===== src/rtl/counter_dispatch.sv =====
// Service-counter dispatcher: pulls customers from a FIFO head into the lowest idle counter
// and counts each counter's service time down on tick strobes.
module counter_dispatch #(
  parameter int unsigned DT_SZ = 4,
  parameter int unsigned NCNT  = 2
) (
  input  logic                  clk,
  input  logic                  rst_n,
  input  logic                  tick,
  input  logic                  q_empty,
  input  logic [DT_SZ-1:0]      q_qn,
  input  logic [DT_SZ-1:0]      q_qt,
  output logic                  q_re,
  output logic [NCNT-1:0]       busy,
  output logic [NCNT*DT_SZ-1:0] cnum,
  output logic [NCNT*DT_SZ-1:0] crem,
  output logic [NCNT-1:0]       done,
  output logic [7:0]            served
);

  localparam logic StIdle  = 1'b0;
  localparam logic StServe = 1'b1;

  logic [NCNT-1:0]  state_q, state_d;
  logic [NCNT-1:0]  done_q, done_d;
  logic [NCNT-1:0]  load_en;
  logic [DT_SZ-1:0] cnum_q [NCNT];
  logic [DT_SZ-1:0] cnum_d [NCNT];
  logic [DT_SZ-1:0] crem_q [NCNT];
  logic [DT_SZ-1:0] crem_d [NCNT];
  logic [7:0]       served_q, served_d;
  logic [DT_SZ-1:0] load_t;
  logic             found;

  // Held low through reset so the FIFO never pops while we are discarding state.
  assign q_re   = rst_n & ~q_empty & (|(~state_q));
  assign load_t = (q_qt == '0) ? DT_SZ'(1) : q_qt;

  always_comb begin
    load_en = '0;
    found   = 1'b0;
    for (int k = 0; k < int'(NCNT); k++) begin
      if (state_q[k] == StIdle && !found) begin
        load_en[k] = q_re;
        found      = 1'b1;
      end
    end
  end

  always_comb begin
    state_d  = state_q;
    done_d   = '0;
    served_d = served_q;
    for (int k = 0; k < int'(NCNT); k++) begin
      cnum_d[k] = cnum_q[k];
      crem_d[k] = crem_q[k];
      if (state_q[k] == StServe) begin
        if (tick) begin
          if (crem_q[k] > DT_SZ'(1)) begin
            crem_d[k] = crem_q[k] - DT_SZ'(1);
          end else begin
            crem_d[k]  = '0;
            state_d[k] = StIdle;
            done_d[k]  = 1'b1;
          end
        end
      end else if (load_en[k]) begin
        state_d[k] = StServe;
        cnum_d[k]  = q_qn;
        crem_d[k]  = load_t;
      end
      served_d = served_d + 8'(done_d[k]);
    end
  end

  always_ff @(posedge clk or negedge rst_n) begin
    if (!rst_n) begin
      state_q  <= '0;
      done_q   <= '0;
      served_q <= '0;
      for (int k = 0; k < int'(NCNT); k++) begin
        cnum_q[k] <= '0;
        crem_q[k] <= '0;
      end
    end else begin
      state_q  <= state_d;
      done_q   <= done_d;
      served_q <= served_d;
      for (int k = 0; k < int'(NCNT); k++) begin
        cnum_q[k] <= cnum_d[k];
        crem_q[k] <= crem_d[k];
      end
    end
  end

  always_comb begin
    cnum = '0;
    crem = '0;
    for (int k = 0; k < int'(NCNT); k++) begin
      cnum[k*DT_SZ +: DT_SZ] = cnum_q[k];
      crem[k*DT_SZ +: DT_SZ] = crem_q[k];
    end
  end

  assign busy   = state_q;
  assign done   = done_q;
  assign served = served_q;

endmodule


===== config.mk =====
export PLATFORM = sky130hd
export DESIGN_NAME = counter_dispatch
export DESIGN_NICKNAME = d
export VERILOG_FILES = /design/src/rtl/counter_dispatch.sv
export SDC_FILE = /design/constraint.sdc
export NUM_CORES = 1
export LEC_CHECK = 0
export CORE_UTILIZATION = 42
export CTS_CLUSTER_SIZE = 12
export DETAILED_ROUTE_END_ITERATION = 10
export PLACE_DENSITY = 0.78
export SLEW_MARGIN = 40
export SYNTH_ARGS = -nofsm -noshare
export SYNTH_HDL_FRONTEND = slang
export SYNTH_SLANG_ARGS = --single-unit

===== constraint.sdc =====
create_clock -name clk -period 2.3 [get_ports clk]
set_input_delay 0.46 -clock clk [delete_from_list [all_inputs] [get_ports clk]]
set_output_delay 0.46 -clock clk [all_outputs]
set_load 0.01 [all_outputs]

==> metrics.txt <==
Metal-1 WL 1680 um; Distinct cells, synth 42; clock root buffer clkbuf_4; worst path bufs/invs 2; antenna cells 0; site row count 20; first-pass GRT wire length 6440 um; Synth Instances 126; Mapped Avg Cell Area 11.2 um2; kind of critical path reg -> reg; cell count after placement 232; Pwr per Cell Area 1340 mW/mm2; die width 60.0 um; top layer reached by signal wires met4; Pre-antenna DRT Iters 4; Final min period 2270 ps; Clock Skews 10.1 ps; clock sink count 28; detailed placement HPWL 2620 um; Final Hold Violating Endpoints 0; unrepaired setup endpoints after global routing yes; fin crit share 98.7%; status finished, final reports clean; die area 0.00361 mm2; Post-synth EDFFs 0; Yosys Warn Count 0; Leakage 1.02 nW; DR vias/cell 5.34; CP max stage delay 530 ps; clk slew on worst S/H paths 160 ps; area grow syn2layout 64.3%; post-synthesis sequential area ratio 49.5%; Worst R2R Start crem[4]; Final Cell Area 0.00232 mm2; layout cells sized above 1 35.4%; residual DRC count 0; DRT Wirelength 3990 um; Die Y 60.0 um; PortBufs 40; CTS tree yes; WL/cell 15.9 um; CP startpoint kind flip-flop; nature of the critical path endpoint flip-flop; Core Util, Final 74.3%; Peak Freq 0.441 GHz; clock buffer count from CTS 3; Final Net Count 225; arrival time at the worst endpoint 2550 ps; post-synthesis async set-or-reset flop share 100%; number of cells in the finished layout apart from fillers 250; via count 1336; Final Max Tran Viols 0; gr usage total 24.8%; Slew headroom 73.0%; met2 wire len 1990 um; reg2reg end served[6]; Hold WC Path Type in -> async; number of I/O pins 41; wire length on met3 216 um; Worst Path Required 2580 ps; Final GP Congestion 0.872; largest net degree at the start of global routing 20; Core Footprint 0.00313 mm2; worst vdd ir 0.000601 V; Final setup violation count 0; total gr overflow 0; Synth Net Count 144; initial core utilization 45.2%; Clock Latency Late Sink 340 ps; Max Cap Violations 0; CTS max path bufs 2; Initial DRC Count 62; R2R cell count 10; slew at the pin closest to its max-slew limit 402 ps; #FFs+latches synth 28; Slowest cell on crit path or4b_4; synthesized area 0.00142 mm2; H-tree depth 1; crit path max fanout 3; Power, Total 3.10 mW; FF-to-FF setup slack 30 ps; crit-path cells inv_2 > ha_4 > nor2_2 > or4b_4 > fa_2 > inv_2 > ha_4 > nand3_4 > nor2_4 > xor2_2; vias in the first global route 1367; initial antenna violation count 0; Top Family by Delay on Critical Path simple AND/OR/NAND/NOR gates; placed cell areas 0.00205 mm2; post-route ant nets 0; Synth Flop Type dfrtp_1
[state kept, by name, indices dropped and copies added (netlist names)]
signal / flops
busy: 2
done: 2
served: 8
cnum: 8
crem: 8
[cell type report]
type | instances | area (um2)
Clock inverter | 1 | 30.0
Sequential cell | 28 | 702
Multi-Input combinational cell | 83 | 778
Tap cell | 44 | 55.1
Fill cell | 231 | 803
Timing Repair Buffer | 78 | 688
Clock buffer | 3 | 22.5
Inverter | 13 | 48.8
[routing by layer]
layer  up-vias  GRT usage [%]
li1        611              -
met1       659           31.9
met2        55           41.0
met3        11           3.90
met4         0           11.0
met5         -              0
[placed cells by master (no fill, tap or decap), drive strengths merged, types with 3 or more instances in the layout]
| cell type | synthesis | routed |
|---|---|---|
| mux2i | 7 | 7 |
| dfrtp | 28 | 28 |
| ha | 5 | 5 |
| clkbuf | 1 | 3 |
| a21oi | 3 | 3 |
| buf | 1 | 38 |
| nor3 | 5 | 5 |
| o311ai | 3 | 3 |
| mux2 | 8 | 8 |
| nor2 | 3 | 3 |
| inv | 13 | 13 |
| nand2 | 8 | 8 |
| clkdlybuf4s50 | 0 | 39 |
| xnor2 | 4 | 4 |
[per-stage QoR]
| step | TNS, ps | setup slack (ps) | hold slack, ps |
|---|---|---|---|
| 2_1_floorplan | 0 | 4.70 | 164 |
| 3_3_place_gp | -1830 | -375 | 469 |
| 3_5_place_dp | -2190 | -489 | 466 |
| 4_1_cts | 0 | 1.11 | 453 |
| 5_1_grt | -49.8 | -42.5 | 461 |
| 6_report | 0 | 30.4 | 456 |
[synth_stat cells, drive strengths merged, types with 3 or more instances]
| cell | count | share of area (%) |
|---|---|---|
| nor3 | 5 | 2.1 |
| nand2 | 8 | 2.1 |
| dfrtp | 28 | 50 |
| a21oi | 3 | 1.1 |
| mux2 | 8 | 6.4 |
| xnor2 | 4 | 2.5 |
| ha | 5 | 4.4 |
| nor2 | 3 | 0.80 |
| inv | 13 | 3.4 |
| o311ai | 3 | 1.9 |
| mux2i | 7 | 5.0 |
[cells by family (layout without fill, tap and decap cells)]
logic type,count (synthesis),in the layout,share of synthesized area [%]
buffers and inverters,15,95,4.07
XOR/XNOR,6,6,3.71
AND/OR/NAND/NOR,37,37,15.4
AO/OA/AOI/OAI,19,19,10.2
adder cells (fa/ha/maj),6,6,5.84
multiplexers,15,15,11.3
flip-flops,28,28,49.5
[what timing repair did]
item	CTS	global route
hold buffers	0	0
pin swaps	5	6
setup buffers	12	3
endpoints found under the hold margin	0	0
endpoints found under the setup margin	1	6
gates resized for setup	15	13
[where the power goes]
group          internal (mW)  switching (mW)
clock network          0.177           0.150
logic                   1.08           0.817
registers              0.706           0.180
[worst reg2reg max path, delay by kind of cell, from the launching register on]
family | cells | cell delay [ps]
DFF | 1 | 450
adders and majority gates | 3 | 650
and+or+nand+nor | 4 | 790
xor gates and xnor gates | 1 | 150
buffers and inverters | 2 | 180
[how the worst max path moves through the flow]
| stage | from | end | slack (ps) | depth (start not counted) |
|---|---|---|---|---|
| after global routing | crem[4] | served[6] | -40 | 10 |
| after CTS | crem[4] | served[6] | 1 | 10 |
| after detailed placement | tick | served[6] | -490 | 9 |
| final | crem[4] | served[6] | 30 | 10 |
| after global placement | tick | served[6] | -370 | 9 |
| after floorplan | crem[5] | served[6] | 5 | 10 |
Power figures use the tool's default switching activity.
